===== config.mk =====
export PLATFORM = sky130hd
export DESIGN_NAME = pwm_multi_gen
export DESIGN_NICKNAME = d
export VERILOG_FILES = /design/src/rtl/pwm_pkg.sv /design/src/rtl/pwm_chan.sv /design/src/rtl/pwm_multi_gen.sv
export SDC_FILE = /design/constraint.sdc
export NUM_CORES = 1
export LEC_CHECK = 0
export BUFFER_PORTS_ARGS = -buffer_cell sky130_fd_sc_hd__buf_2
export CORE_ASPECT_RATIO = 2
export CORE_UTILIZATION = 55
export CTS_BUF_LIST = sky130_fd_sc_hd__clkbuf_2 sky130_fd_sc_hd__clkbuf_4 sky130_fd_sc_hd__clkbuf_8
export DETAILED_ROUTE_END_ITERATION = 6
export PLACE_DENSITY = 0.74
export SLEW_MARGIN = 10
export SYNTH_ARGS = -nofsm -noshare
export SYNTH_HDL_FRONTEND = slang
export SYNTH_HIERARCHICAL = 1
export SYNTH_SLANG_ARGS = --single-unit

===== constraint.sdc =====
create_clock -name clk -period 6.4 [get_ports clk]
set_input_delay 0 -clock clk [delete_from_list [all_inputs] [get_ports clk]]
set_output_delay 0 -clock clk [all_outputs]
set_load 0.005 [all_outputs]

===== src/rtl/pwm_pkg.sv =====
// Shared definitions for the multi-channel PWM generator.
//   - channel alignment modes and config field selects
//   - CTRL word bit positions and a decoder for it
package pwm_pkg;

  typedef enum logic [1:0] {
    PWM_LEFT  = 2'b00,
    PWM_RIGHT = 2'b01,
    PWM_RANGE = 2'b10,
    PWM_NOTCH = 2'b11
  } pwm_mode_e;

  typedef enum logic [1:0] {
    SEL_CMP1   = 2'd0,
    SEL_CMP2   = 2'd1,
    SEL_CTRL   = 2'd2,
    SEL_PERIOD = 2'd3
  } cfg_sel_e;

  localparam int unsigned CTRL_MODE_LSB = 0;
  localparam int unsigned CTRL_MODE_MSB = 1;
  localparam int unsigned CTRL_POL_BIT  = 2;
  localparam int unsigned CTRL_BITS     = 3;

  typedef struct packed {
    logic      pol;
    pwm_mode_e mode;
  } pwm_ctrl_t;

  function automatic pwm_ctrl_t decode_ctrl(input logic [CTRL_BITS-1:0] bits);
    pwm_ctrl_t c;
    c.mode = pwm_mode_e'(bits[CTRL_MODE_MSB:CTRL_MODE_LSB]);
    c.pol  = bits[CTRL_POL_BIT];
    return c;
  endfunction

endpackage


===== src/rtl/pwm_chan.sv =====
// One PWM channel: shadow and active CMP1/CMP2/CTRL registers, the
// comparator against the shared counter and the registered output.
//   clk_i     system clock
//   rst_ni    synchronous active-low reset
//   pwm_en_i  global enable (0 forces the output low)
//   commit_i  load active config from shadow this cycle
//   wr_i      decoded config write for this channel
//   sel_i     field select (CMP1/CMP2/CTRL)
//   data_i    write data
//   count_i   shared period counter value
//   pwm_o     registered PWM output
module pwm_chan
  import pwm_pkg::*;
#(
  parameter int unsigned WIDTH = 16
) (
  input  logic             clk_i,
  input  logic             rst_ni,
  input  logic             pwm_en_i,
  input  logic             commit_i,
  input  logic             wr_i,
  input  cfg_sel_e         sel_i,
  input  logic [WIDTH-1:0] data_i,
  input  logic [WIDTH-1:0] count_i,
  output logic             pwm_o
);

  logic [WIDTH-1:0] cmp1_sh_q, cmp1_sh_d;
  logic [WIDTH-1:0] cmp2_sh_q, cmp2_sh_d;
  pwm_ctrl_t        ctrl_sh_q, ctrl_sh_d;
  logic [WIDTH-1:0] cmp1_act_q, cmp1_act_d;
  logic [WIDTH-1:0] cmp2_act_q, cmp2_act_d;
  pwm_ctrl_t        ctrl_act_q, ctrl_act_d;
  logic             pwm_q, pwm_d;

  logic at_or_above1;
  logic below2;
  logic in_window;
  logic raw;

  always_comb begin
    cmp1_sh_d = cmp1_sh_q;
    cmp2_sh_d = cmp2_sh_q;
    ctrl_sh_d = ctrl_sh_q;
    if (wr_i) begin
      case (sel_i)
        SEL_CMP1: cmp1_sh_d = data_i;
        SEL_CMP2: cmp2_sh_d = data_i;
        SEL_CTRL: ctrl_sh_d = decode_ctrl(data_i[CTRL_BITS-1:0]);
        default:  ;
      endcase
    end

    // Active loads from the post-write shadow value, so a write landing
    // on a commit cycle takes effect immediately.
    cmp1_act_d = commit_i ? cmp1_sh_d : cmp1_act_q;
    cmp2_act_d = commit_i ? cmp2_sh_d : cmp2_act_q;
    ctrl_act_d = commit_i ? ctrl_sh_d : ctrl_act_q;
  end

  always_comb begin
    at_or_above1 = (count_i >= cmp1_act_q);
    below2       = (count_i < cmp2_act_q);
    // Empty when CMP1 >= CMP2: no count can satisfy both bounds.
    in_window    = at_or_above1 && below2;
    raw          = 1'b0;
    case (ctrl_act_q.mode)
      PWM_LEFT:  raw = !at_or_above1;
      PWM_RIGHT: raw = at_or_above1;
      PWM_RANGE: raw = in_window;
      PWM_NOTCH: raw = !in_window;
      default:   raw = 1'b0;
    endcase
    pwm_d = pwm_en_i & (raw ^ ctrl_act_q.pol);
  end

  always_ff @(posedge clk_i) begin
    if (!rst_ni) begin
      cmp1_sh_q  <= '0;
      cmp2_sh_q  <= '0;
      ctrl_sh_q  <= '0;
      cmp1_act_q <= '0;
      cmp2_act_q <= '0;
      ctrl_act_q <= '0;
      pwm_q      <= 1'b0;
    end else begin
      cmp1_sh_q  <= cmp1_sh_d;
      cmp2_sh_q  <= cmp2_sh_d;
      ctrl_sh_q  <= ctrl_sh_d;
      cmp1_act_q <= cmp1_act_d;
      cmp2_act_q <= cmp2_act_d;
      ctrl_act_q <= ctrl_act_d;
      pwm_q      <= pwm_d;
    end
  end

  assign pwm_o = pwm_q;

endmodule


===== src/rtl/pwm_multi_gen.sv =====
// Multi-channel PWM generator with a shared free-running period counter
// and double-buffered per-channel configuration.
//   clk          system clock
//   rst_n        synchronous active-low reset
//   pwm_en       global enable; 0 holds counter at 0, outputs low
//   cfg_wr       single-cycle config write strobe
//   cfg_ch       target channel (ignored for PERIOD, >= CHANNELS dropped)
//   cfg_sel      field select: CMP1, CMP2, CTRL, PERIOD
//   cfg_data     write data
//   count_val    registered counter value
//   period_wrap  one-cycle pulse while count_val is 0 after a wrap
//   pwm_out      registered PWM outputs
module pwm_multi_gen
  import pwm_pkg::*;
#(
  parameter int unsigned WIDTH    = 16,
  parameter int unsigned CHANNELS = 4,
  parameter int unsigned CH_W     = (CHANNELS > 1) ? $clog2(CHANNELS) : 1
) (
  input  logic                clk,
  input  logic                rst_n,
  input  logic                pwm_en,
  input  logic                cfg_wr,
  input  logic [CH_W-1:0]     cfg_ch,
  input  logic [1:0]          cfg_sel,
  input  logic [WIDTH-1:0]    cfg_data,
  output logic [WIDTH-1:0]    count_val,
  output logic                period_wrap,
  output logic [CHANNELS-1:0] pwm_out
);

  logic [WIDTH-1:0]    count_q, count_d;
  logic [WIDTH-1:0]    period_sh_q, period_sh_d;
  logic [WIDTH-1:0]    period_act_q, period_act_d;
  logic                wrap_q, wrap_d;
  logic [WIDTH-1:0]    last_cnt;
  logic                wrap_now;
  logic                commit;
  cfg_sel_e            sel;
  logic [CHANNELS-1:0] ch_wr;
  logic [CHANNELS-1:0] chan_pwm;

  assign sel = cfg_sel_e'(cfg_sel);

  always_comb begin
    // P=0 behaves as P=1: the last count is 0 and every cycle wraps.
    last_cnt = (period_act_q == '0) ? '0 : period_act_q - WIDTH'(1);
    wrap_now = pwm_en && (count_q == last_cnt);
    commit   = !pwm_en || wrap_now;

    count_d = '0;
    if (pwm_en) begin
      count_d = wrap_now ? '0 : count_q + WIDTH'(1);
    end
    wrap_d = wrap_now;

    period_sh_d = period_sh_q;
    if (cfg_wr && (sel == SEL_PERIOD)) begin
      period_sh_d = cfg_data;
    end
    period_act_d = commit ? period_sh_d : period_act_q;
  end

  // Channel select never matches an index >= CHANNELS, so such writes drop.
  always_comb begin
    ch_wr = '0;
    for (int unsigned i = 0; i < CHANNELS; i++) begin
      if (cfg_wr && (sel != SEL_PERIOD) && (cfg_ch == CH_W'(i))) begin
        ch_wr[i] = 1'b1;
      end
    end
  end

  always_ff @(posedge clk) begin
    if (!rst_n) begin
      count_q      <= '0;
      period_sh_q  <= '0;
      period_act_q <= '0;
      wrap_q       <= 1'b0;
    end else begin
      count_q      <= count_d;
      period_sh_q  <= period_sh_d;
      period_act_q <= period_act_d;
      wrap_q       <= wrap_d;
    end
  end

  for (genvar g = 0; g < CHANNELS; g++) begin : g_chan
    pwm_chan #(
      .WIDTH(WIDTH)
    ) u_chan (
      .clk_i    (clk),
      .rst_ni   (rst_n),
      .pwm_en_i (pwm_en),
      .commit_i (commit),
      .wr_i     (ch_wr[g]),
      .sel_i    (sel),
      .data_i   (cfg_data),
      .count_i  (count_q),
      .pwm_o    (chan_pwm[g])
    );
  end

  assign count_val   = count_q;
  assign period_wrap = wrap_q;
  assign pwm_out     = chan_pwm;

endmodule

==> metrics.md <==
| Metric | Value |
|---|---|
| Outcome | `finished clean` |
| Peak VDD IR | `0.153 mV` |
| First-pass detailed-route iteration total | `5` |
| Residual DRC | `0` |
| Clock Pin Slew Worst Setup and Hold Paths | `0.07 ns` |
| Setup violations, final | `0` |
| Top_reg_cell synth | `dfxtp_1` |
| Static Leak | `9.24 nW` |
| Comb pwr share | `0.124` |
| Critical hold path startpoint | `cfg_ch[1]` |
| Sequential share of power | `0.484` |
| FF-to-FF path depth | `11` |
| Hold path depth | `5` |
| Int Pwr | `0.00334 W` |
| Synth Register Bits | `333` |
| Fillers | `2,627` |
| Placer Congestion | `0.878` |
| Final setup skew | `0.0206 ns` |
| Reg-to-Reg End | `g_chan[2].u_chan/cmp2_act_q[10]$_SDFFE_PN0P_` |
| Final Critical Period | `4.61 ns` |
| Net Sw Frac | `0.261` |
| CP max FO | `151` |
| Worst setup margin | `1.79 ns` |
| Final Cell Area | `18,500 sq um` |
| Root buf cell | `clkbuf_8` |
| Max clock buf depth | `3` |
| Total gr overflow | `0` |
| Max-slew violation count | `0` |
| Layout cells sized above 1 | `0.102` |
| Die area | `31,500 sq um` |
| Routed wire length | `44.8 mm` |
| Req. time, crit path | `6.86 ns` |
| # Post-CTS Setup Buffers | `0` |
| Starting Density | `0.560` |
| Number of max-cap violations | `0` |
| First-pass GRT wire length | `69.9 mm` |
| HP Class | `in2reg` |
| Multi-input logic area | `9080 sq um` |
| Post-DP Area | `17,300 sq um` |
| Startpoint Class | `register` |
| Reg-to-reg setup timing slack | `1.79 ns` |
| Number of flops mapped to enable cells by yosys | `0` |
| Maximum clock frequency | `217 MHz` |
| Share of total power in the clock network | `0.392` |
| CP arrival | `5.07 ns` |
| Rows | `90` |
| Net Sw Power | `0.00118 W` |
| IO Pins | `45` |
| Ys Warns | `6` |
| DRT iter0 DRCs | `733` |
| Final worst-path cycle share | `0.720` |
| CTS Sinks | `333` |
| Reg-to-Reg Start | `period_act_q[3]$_SDFFE_PN0P_` |
| Final hold viol count | `0` |
| Area of the mapped netlist | `16,900 sq um` |
| Area growth from synthesis to layout | `9.35%` |
| Syn_nets | `1,954` |
| Core footprint | `30,200 sq um` |
| DR WL/cell | `20.1 um` |
| RSZ-0062 raised after global routing | `no` |
| Total CTS buffers | `46` |
| Final ANT Viol Nets | `0` |
| IO buf count | `44` |
| Largest net degree at the start of global routing | `152` |
| Worst Tran Pin Value | `1.30 ns` |
| Die Wd | `126 um` |
| Register Area | `6670 sq um` |
| # H-tree levels | `2` |
| CP Capture Type | `register` |
| Syn Inst Count | `1,804` |
| Hpwl dp | `30.3 mm` |
| Setup TNS | `0 ns` |
| GRT Util Overall | `0.289` |
| DR vias/cell | `5.83` |
| Nets | `1,981` |
| Vias in the first global route | `13.0k` |
| Average cell area after synthesis | `9.37 sq um` |
| Initial antenna violation count | `2` |
| Sequential area share after synthesis | `0.394` |
| Async set-reset flop share out of synthesis | `0` |
| Clk_lat worst skew | `0.57 ns` |
| Relative slew slack | `0.124` |
| Pre-CTS setup slack | `1.78 ns` |
| Pwr dens | `245 nW/um^2` |
| Crit Path Category | `reg2reg` |
| Hold EP | `g_chan[1].u_chan/ctrl_sh_q[1]$_SDFF_PN0_` |
| CTS tree | `done` |
| Netlist cell types | `74` |
| Die Ht | `250 um` |
| Via count | `13.0k` |
## registers in the layout, summed over array words and instances (netlist names), 4 cells and up
name,cells
period_act_q,16
g_chan.u_chan/cmp1_sh_q,64
period_sh_q,16
count_val,16
g_chan.u_chan/ctrl_act_q,12
g_chan.u_chan/cmp2_act_q,64
g_chan.u_chan/cmp1_act_q,64
g_chan.u_chan/pwm_o,4
g_chan.u_chan/ctrl_sh_q,12
g_chan.u_chan/cmp2_sh_q,64
## metrics by stage
| step | std cells | hold slack (ns) | power (W) | utilization |
|---|---|---|---|---|
| final | 2233 | 0.0815 | 0.00452 | 0.613 |
| after global routing | 2233 | 0.0902 | 0.00471 | 0.613 |
| after CTS | 2231 | 0.0366 | 0.00456 | 0.612 |
| after detailed placement | 2132 | 0.375 | 0.00278 | 0.573 |
| after global placement | 2132 | 0.378 | 0.00276 | 0.573 |
| after floorplan | 1804 | 0.151 | 0.00263 | - |
## routing by layer
layer,GRT usage,wire [um],up-vias,part of all wire
li1,-,-,6318,-
met1,0.287,16300,6260,0.36
met2,0.529,23000,286,0.51
met3,0.0311,1440,150,0.032
met4,0.244,3940,2,0.088
met5,0,13,-,0.00029
## power groups by stage
stage                     Combinational [W]  Clock (W)  Sequential, W
after floorplan                    0.000409          0        0.00222
after global placement             0.000534          0        0.00223
after detailed placement           0.000546          0        0.00223
after CTS                          0.000557    0.00181        0.00219
after global routing               0.000614    0.00190        0.00219
final                              0.000561    0.00177        0.00219
## worst max-delay path, cell delays in order (launching register included)
cell,delay [ns]
dfxtp_1,0.38
or4_1,0.78
nor4_4,0.41
nand2_1,0.21
nor3_2,0.83
o211a_1,0.30
a41oi_4,0.12
buf_4,0.24
inv_8,0.53
buf_12,0.38
nand2_1,0.11
o211a_1,0.13
## cells by family (layout without fill, tap and decap cells)
logic type,Yosys count,count (layout),synth area share
compound gates,313,313,0.155
xor+xnor,34,34,0.0211
fa+ha+maj,126,126,0.0933
buf+inv,279,339,0.0700
flops,333,333,0.394
mux,149,149,0.0882
other cells,0,1,0
simple gates,570,570,0.179
## worst max path at each step
stage	from	end	slack, ns
4_1_cts	period_act_q[7]$_SDFFE_PN0P_	g_chan[1].u_chan/cmp1_act_q[8]$_SDFFE_PN0P_	1.76
3_5_place_dp	period_act_q[7]$_SDFFE_PN0P_	g_chan[1].u_chan/cmp1_act_q[8]$_SDFFE_PN0P_	1.78
3_3_place_gp	period_act_q[3]$_SDFFE_PN0P_	g_chan[0].u_chan/cmp2_act_q[5]$_SDFFE_PN0P_	1.89
6_report	period_act_q[3]$_SDFFE_PN0P_	g_chan[2].u_chan/cmp2_act_q[10]$_SDFFE_PN0P_	1.79
2_1_floorplan	period_act_q[7]$_SDFFE_PN0P_	g_chan[0].u_chan/cmp2_act_q[10]$_SDFFE_PN0P_	2.96
5_1_grt	period_act_q[7]$_SDFFE_PN0P_	g_chan[0].u_chan/cmp2_act_q[14]$_SDFFE_PN0P_	1.38
## cells in the final DEF (no fill, tap or decap), types with 18 or more instances in the layout
cell type      count
nand3_1           26
clkbuf_8          57
inv_1            167
a21oi_1           63
nor3_1            24
buf_2             43
nor2_1            35
o211a_1          147
mux2i_1          149
o21ai_0           24
dlygate4sd3_1     18
clkbuf_4          19
nor2b_1          153
dfxtp_1          333
nand4_1           24
buf_4             25
nor4_1            29
ha_1             126
nand2_1          214
## synthesized netlist by cell type (24+ instances only)
| cell type | count | share of area |
|---|---|---|
| a21oi_1 | 63 | 0.019 |
| clkbuf_1 | 80 | 0.018 |
| dfxtp_1 | 333 | 0.39 |
| ha_1 | 126 | 0.093 |
| inv_1 | 167 | 0.037 |
| mux2i_1 | 149 | 0.088 |
| nand2_1 | 214 | 0.048 |
| nand3_1 | 26 | 0.0077 |
| nand4_1 | 24 | 0.0089 |
| nor2_1 | 35 | 0.0078 |
| nor2b_1 | 153 | 0.057 |
| nor3_1 | 24 | 0.0071 |
| nor4_1 | 29 | 0.011 |
| o211a_1 | 147 | 0.087 |
| o21ai_0 | 24 | 0.0071 |
## repair_timing
item                                    in CTS  in global routing
gates resized for setup                      0                  0
endpoints found under the hold margin      175                  0
hold buffers                                18                  0
endpoints found under the setup margin       0                  0
## final cells by class
type / count / area share
sequential: 333 / 0.361
multi-input combinational: 1192 / 0.491
timing repair buffer: 90 / 0.0347
clock buffer: 75 / 0.0497
antenna: 1 / 0.000135
inverter: 168 / 0.0345
clock inverter: 6 / 0.00447
tap: 368 / 0.0249
Power figures use the tool's default switching activity.
